`config.mk`:
```
export PLATFORM = sky130hd
export DESIGN_NAME = ctx_xfer
export DESIGN_NICKNAME = d
export VERILOG_FILES = /design/src/rtl/ctx_xfer_pkg.sv /design/src/rtl/ctx_xfer.sv
export SDC_FILE = /design/constraint.sdc
export NUM_CORES = 1
export LEC_CHECK = 0
export CAP_MARGIN = 10
export CORE_MARGIN = 2
export CORE_UTILIZATION = 30
export DETAILED_ROUTE_END_ITERATION = 8
export HOLD_SLACK_MARGIN = 0.03
export PLACE_DENSITY_LB_ADDON = 0.2
export SLEW_MARGIN = 30
export SYNTH_ARGS = -nofsm -noshare
export SYNTH_HDL_FRONTEND = slang
export SYNTH_SLANG_ARGS = --single-unit
```
`constraint.sdc`:
```
create_clock -name clk -period 3 [get_ports clk]
set_input_delay 0.6 -clock clk [delete_from_list [all_inputs] [get_ports clk]]
set_output_delay 0.6 -clock clk [all_outputs]
set_load 0.02 [all_outputs]
```
`src/rtl/ctx_xfer_pkg.sv`:
```
// Shared definitions for the thread context transfer engine: thread count,
// regfile select codes, context block offsets and the engine state encoding.
package ctx_xfer_pkg;

   localparam int unsigned NumThreads = 8;

   // Regfile select codes; 0 means no register selected
   localparam logic [1:0] SelNone = 2'd0;
   localparam logic [1:0] SelX    = 2'd1;
   localparam logic [1:0] SelY    = 2'd2;
   localparam logic [1:0] SelA    = 2'd3;

   // Byte offsets inside a context block
   localparam logic [1:0] CtxS = 2'd0;
   localparam logic [1:0] CtxX = 2'd1;
   localparam logic [1:0] CtxY = 2'd2;
   localparam logic [1:0] CtxA = 2'd3;

   typedef enum logic [3:0] {
      StIdle,
      StSvS,
      StSvX,
      StSvY,
      StSvA,
      StRs0,
      StRs1,
      StRs2,
      StRs3,
      StRs4,
      StDone
   } state_t;

   // Context block address; wraps modulo 2^24
   function automatic logic [23:0] ctx_addr(input logic [23:0] b, input logic [1:0] off);
      return b + {22'd0, off};
   endfunction

endpackage

```
`src/rtl/ctx_xfer.sv`:
```
// Thread context transfer engine: saves a thread's S/X/Y/A to a 4-byte
// context block in memory, or restores them from one. Bus and regfile
// outputs are decoded from the registered state and latched request.
module ctx_xfer
   import ctx_xfer_pkg::*;
(
   input  logic        clk,
   input  logic        RST,
   input  logic        start,
   input  logic        op,
   input  logic [2:0]  thr,
   input  logic [23:0] base,
   input  logic [7:0]  sp,
   output logic        busy,
   output logic        done,
   input  logic        RDY,
   output logic [23:0] AB,
   output logic [7:0]  DO,
   output logic        WE,
   input  logic [7:0]  DI,
   output logic [2:0]  reg_thr,
   output logic [1:0]  reg_src,
   input  logic [7:0]  src,
   output logic [1:0]  reg_dst,
   output logic [7:0]  dst,
   output logic        reg_we,
   output logic        txs
);

   state_t      state_q, state_d;
   logic [2:0]  thr_q;
   logic [23:0] base_q;
   logic        accept;
   logic        stb_en;

   // State register and request fields captured on accept
   always_ff @(posedge clk) begin
      if (RST) begin
         state_q <= StIdle;
         thr_q   <= 3'd0;
         base_q  <= 24'd0;
      end else begin
         state_q <= state_d;
         if (accept) begin
            thr_q  <= thr;
            base_q <= base;
         end
      end
   end

   // Next state: RDY low freezes every non-idle state, DONE included
   always_comb begin
      state_d = state_q;
      accept  = 1'b0;
      unique case (state_q)
         StIdle: accept = start;
         StSvS:  if (RDY) state_d = StSvX;
         StSvX:  if (RDY) state_d = StSvY;
         StSvY:  if (RDY) state_d = StSvA;
         StSvA:  if (RDY) state_d = StDone;
         StRs0:  if (RDY) state_d = StRs1;
         StRs1:  if (RDY) state_d = StRs2;
         StRs2:  if (RDY) state_d = StRs3;
         StRs3:  if (RDY) state_d = StRs4;
         StRs4:  if (RDY) state_d = StDone;
         StDone: begin
            if (RDY) begin
               state_d = StIdle;
               accept  = start;
            end
         end
         default: state_d = StIdle;
      endcase
      if (accept) state_d = op ? StRs0 : StSvS;
   end

   // Strobes are suppressed while stalled and in the reset cycle so a
   // mid-transfer reset never lands another write
   assign stb_en = RDY & ~RST;

   // Bus and regfile decode of the current state
   always_comb begin
      AB      = 24'd0;
      DO      = 8'd0;
      WE      = 1'b0;
      reg_src = SelNone;
      reg_dst = SelNone;
      dst     = 8'd0;
      reg_we  = 1'b0;
      txs     = 1'b0;
      unique case (state_q)
         StSvS: begin
            AB = ctx_addr(base_q, CtxS);
            DO = sp;
            WE = stb_en;
         end
         StSvX: begin
            AB      = ctx_addr(base_q, CtxX);
            reg_src = SelX;
            DO      = src;
            WE      = stb_en;
         end
         StSvY: begin
            AB      = ctx_addr(base_q, CtxY);
            reg_src = SelY;
            DO      = src;
            WE      = stb_en;
         end
         StSvA: begin
            AB      = ctx_addr(base_q, CtxA);
            reg_src = SelA;
            DO      = src;
            WE      = stb_en;
         end
         StRs0: AB = ctx_addr(base_q, CtxS);
         StRs1: begin
            // S byte parks in X until the next cycle moves it into S
            AB      = ctx_addr(base_q, CtxX);
            reg_dst = SelX;
            dst     = DI;
            reg_we  = stb_en;
         end
         StRs2: begin
            AB      = ctx_addr(base_q, CtxY);
            reg_src = SelX;
            txs     = stb_en;
            reg_dst = SelX;
            dst     = DI;
            reg_we  = stb_en;
         end
         StRs3: begin
            AB      = ctx_addr(base_q, CtxA);
            reg_dst = SelY;
            dst     = DI;
            reg_we  = stb_en;
         end
         StRs4: begin
            AB      = ctx_addr(base_q, CtxA);
            reg_dst = SelA;
            dst     = DI;
            reg_we  = stb_en;
         end
         default: ;
      endcase
   end

   assign busy    = (state_q != StIdle) && (state_q != StDone);
   assign done    = (state_q == StDone);
   assign reg_thr = thr_q;

endmodule

```
After elaboration in Yosys (flattened, before gate mapping)
Index checks and enable logic that the tools add are counted.
{"block": "totals", "reg_bits": 31, "in_bits": 56, "wordCells": 65, "output_inout_bits": 52}
{"block": "op_classes", "n_bitwise": 2, "n_addsub": 3, "n_reduce_logical": 14, "eq_ne": 21, "muxes": 22}
{"op": "$pmux 24 s4", "count": 1}
{"op": "$add 24x2->24 const B", "count": 2}
{"op": "$mux 4", "count": 10}
{"op": "$pmux 4 s10", "count": 1}
{"op": "$add 24x1->24 const B", "count": 1}
{"op": "$ne 3x3->1 const B", "count": 7}
{"op": "$eq 4x3->1 const B", "count": 4}
{"op": "$pmux 8 s2", "count": 1}
{"op": "$eq 4x4->1 const B", "count": 3}
{"op": "$pmux 2 s3", "count": 2}
{"op": "$reduce_or 2->1", "count": 6}
{"op": "$reduce_and 10->1", "count": 1}
{"op": "$eq 4x2->1 const B", "count": 2}
{"op": "$mux 8", "count": 1}
{"op": "$reduce_or 4->1", "count": 2}
{"op": "$ne 3x1->1 const B", "count": 2}
{"op": "$reduce_or 3->1", "count": 2}
{"op": "$eq 4x1->1 const B", "count": 1}
{"op": "$logic_not 4->1", "count": 1}
{"op": "$mux 1", "count": 4}
{"op": "$ne 4x4->1 const B", "count": 1}
{"op": "$reduce_bool 4->1", "count": 1}
{"op": "$mux 3", "count": 1}
{"op": "$ne 2x2->1 const B", "count": 1}
{"op": "4 further kinds", "count": 4}

Longest topological paths before layout
{"block": "depth", "ltp_word": 4, "depth_mapped": 11, "mapped_depth_nobuf": 10}

Worst setup path after synthesis
No wires, ideal clock.
{"block": "synth_path", "kind": "register to output", "startpoint": "register state_q[1]", "endpoint": "output port AB[20]", "path_slack_ns": -0.239, "n_path_buf": 3, "stages_incl_launch_ff": 10, "required_ns": 2.400, "arrival_ns": 2.639, "path_cell_list": "dfxtp_1 -> buf_4 -> buf_2 -> buf_2 -> nor2_1 -> inv_1 -> fa_1 -> nor2_1 -> a21oi_4 -> o41ai_1"}
{"block": "synth_between", "elab_chain_len": 3, "word_cells_on_any_way": 14, "cone_classes": "9 x eq/ne; 1 x mux; 4 x reduce/logical"}
{"element": "start: declaration", "line": "ctx_xfer.sv:30", "source": "state_t state_q, state_d;"}
{"element": "start signal: assignment", "line": "ctx_xfer.sv:39", "source": "state_q <= StIdle;"}
{"element": "start signal: assignment", "line": "ctx_xfer.sv:43", "source": "state_q <= state_d;"}
{"element": "$eq 4x4->1 (tied with other cells)", "line": "ctx_xfer.sv:91", "source": "unique case (state_q)"}
{"element": "$reduce_or 3->1 (no line) or $reduce_or 2->1 (tied branches)"}
{"element": "$pmux 24 s4 (*)", "line": "ctx_xfer.sv:91"}
{"element": "end: declaration", "line": "ctx_xfer.sv:17", "source": "output logic [23:0] AB,"}
Mark *: on every way between the ends. The rest lies on a longest branch, timed or not.

Worst setup path in the final report
{"block": "layout_path", "startpoint": "register state_q[3]", "endpoint": "output port AB[16]"}
The elaborated chain is that of the path after synthesis.

==> results by group <==
Layout
  • Final core occ: 50.85%
  • Most frequent cells in the layout: clkdlybuf4s50_1 (83), nand2_1 (77), a21oi_1 (54)
  • Post-route cell area: around 4400 um^2
  • Leading cell type in the layout, fill and taps excluded: clkdlybuf4s50_1
  • Layout cells sized above 1: 22.69%
  • Syn-to-layout area delta: 63.62%
  • Nets: 600
  • Layout Cells excl Fill: 650
  • # diodes: 0

Power
  • P_leak: approximately 1.7 nW
  • Max VDD drop: between 0.2 and 0.25 mV
  • P per Cell Area: about 460 nW/um^2

Clock network
  • Num Clock Sinks: 31
  • Hold buffer count at CTS: 0
  • Clk_lat worst skew: roughly 0.29 ns
  • Clk buf depth: 2
  • H-tree levels: 2
  • CTS tree: built
  • Clk slew on worst S/H paths: ~0.07 ns
  • CTS root buf: clkbuf_8
  • Total CTS buffers: 5

Detailed routing
  • Wirelength per Cell: 15.29 um
  • # DRC: 0
  • Drt via density: approximately 5.4
  • DRT antenna net count: 0
  • Final wirelength: 9937 um
  • 1st-iter DRT viols: around 230
  • Via Count: ~3.5k
  • Drt pass-1 iters: 7

Die
  • Area of the core: roughly 8700 um^2
  • # IOs: ~110
  • Die area: a little under 10000 um^2
  • Rows: 34
  • Die H: just under 100 um
  • Die Wd: 99.05 um
  • Initial core utilization: around 31%

Synth
  • Sequential-to-total area share from yosys stat: 22.90%
  • Post-Syn Instances: 414
  • Mapped Avg Cell Area: 6.546 um^2
  • Post-synth EDFFs: 0
  • Yosys cell types: 61
  • Ys Warns: 0
  • Top_reg_cell synth: dfxtp_1
  • #FFs+latches synth: 31
  • Async SR Flop Fraction: 0%
  • Post-Syn Nets: roughly 470
  • Post-Syn Area: around 2700 um^2

Setup path
  • Crit Path Class: flop to output port
  • Crit path launch type: flop
  • Setup crit end kind: output port
  • Crit. Startpoint: state_q[3]
  • Worst flop-to-flop path startpoint: state_q[1]
  • Crit path cell chain: nor2_4, mux2i_1, nor2_1, inv_1, fa_2, buf_4, nor2_4, buf_4, buf_4, o21a_1, o21ai_2, a211oi_2, buf_4
  • Most used cell, CP: buf_4
  • CP Max Fanout: 4
  • CP Buf/Inv Count: 5
  • Worst path max stage delay: roughly 0.38 ns
  • Arrival @ worst endpoint: approximately 2.6 ns
  • Slowest-stage cell, CP: fa_2
  • Crit path max-delay family: buffers and inverters
  • Worst EP required: between 2 and 2.5 ns

STA
  • Hold WS: between 0.4 and 0.5 ns
  • Clock Skews: approximately 0.0036 ns
  • Max-slew headroom: approximately 70%
  • Achievable frequency: ~320 MHz
  • Final Hold Fails: 0
  • Period utilisation layout: 105.6%
  • Final slew viol count: 0
  • Fin crit period: 3.167 ns
  • RSZ-0062 raised after global routing: yes
  • Slew @ Worst Pin: ~0.44 ns
  • # setup viols final: 7
  • Fin worst setup slack: -0.1668 ns

Global route
  • Vias in the first global route: between 3k and 4k
  • Initial antenna violation count: 0
  • Overflow after GRT: 0
  • First-pass GRT wire length: approximately 16000 um
  • Global Route Usage Sum: approximately a fifth
  • Pin count of the biggest net entering global routing: 33

Job
  • Max-cap violations: 0

Placed design
  • Place WS: -0.2738 ns
  • Dpl cell area: between 4000 and 5000 um^2
  • Final GP Congestion: 0.8590
  • Placed Cells: ~640
  • DP HPWL: 7288 um
  • PortBufs: around 110

Worst hold path
  • Hold WC Path Type: flop to flop
  • Hold path start: reg_thr[1]

Status
  • Failing checks: negative setup slack
  • Status: finished with violations
worst paths after layout:
check | end | slack (ns) | cells past startpoint
worst max register to register | reg_thr[2] | 1.16 | 6
worst min-delay path | reg_thr[1] | 0.46 | 2
worst max-delay path | AB[16] | -0.17 | 13
worst min register to register | reg_thr[1] | 0.46 | 2
through the flow:
stage	TNS (ns)	power, mW
2_1_floorplan	0	1.132
3_3_place_gp	-2.108	1.538
3_5_place_dp	-3.259	1.548
4_1_cts	-0.4278	1.987
5_1_grt	-1.730	2.176
6_report	-0.4520	2.051
area by class of cell:
type,instances,area (um^2)
clock buffer,6,82.58
clock inverter,2,35.03
fill,881,4287
inverter,9,33.78
multi-input combinational,338,2097
sequential,31,626.9
tap,108,135.1
timing repair buffer,156,1424
cells by family (layout without fill, tap and decap cells):
logic type               count (synthesis)  count (layout)  synth area share, %
multiplexers                             2               2               0.7848
adder cells (fa/ha/maj)                  3               3                1.662
XOR/XNOR                                 1               1               0.3232
AND/OR/NAND/NOR                        196             196                35.69
flip-flops                              31              31                22.90
AO/OA/AOI/OAI                          136             136                30.93
buffers and inverters                   45             173                7.710
routing by layer:
| layer | vias up | GRT usage, % | part of all wire [%] |
|---|---|---|---|
| met3 | 15 | 2.908 | 5.1 |
| li1 | 1730 | - | - |
| met4 | 0 | 4.215 | 1.3 |
| met5 | - | 0 | 0 |
| met2 | 110 | 31.76 | 49 |
| met1 | 1633 | 26.47 | 45 |
timing repair:
| action | CTS | global route |
|---|---|---|
| endpoints found under the setup margin | 23 | 37 |
| pin swaps | 6 | 26 |
| buffers inserted | 1 | 7 |
| gates resized for setup | 81 | 77 |
worst register-to-register path, stage by stage (launching register included):
cell     delay (ns)
dfxtp_1        0.33
buf_4          0.34
and3_1         0.26
o211a_1        0.38
buf_4          0.26
nand2_1        0.07
a21oi_1        0.14
state kept, by name (all words and copies together) (netlist names):
| signal | flops |
|---|---|
| base_q | 24 |
| state_q | 4 |
| reg_thr | 3 |
cell usage after synthesis (all sizes together), types with 4 or more instances:
cell	count	share of area, %
inv	9	1.2
dfxtp	31	23
nand3b	4	1.1
nor4	7	2.1
a22oi	11	3.0
buf	22	4.5
and2	10	2.3
nor2	41	5.7
nand4	6	1.9
nor2b	5	1.2
and3	4	0.92
o21ai	26	4.8
a31oi	4	0.92
o22ai	5	1.2
a21oi	60	11
nand2b	5	1.2
nand3	18	3.3
clkbuf	14	1.9
nand2	77	11
nor3	9	2.0
where the power goes:
part           leakage [nW]  switching [mW]  internal [mW]
logic                  1.40           0.610          0.483
registers             0.256          0.0594          0.462
clock network        0.0612           0.168          0.269
Power figures use the tool's default switching activity.
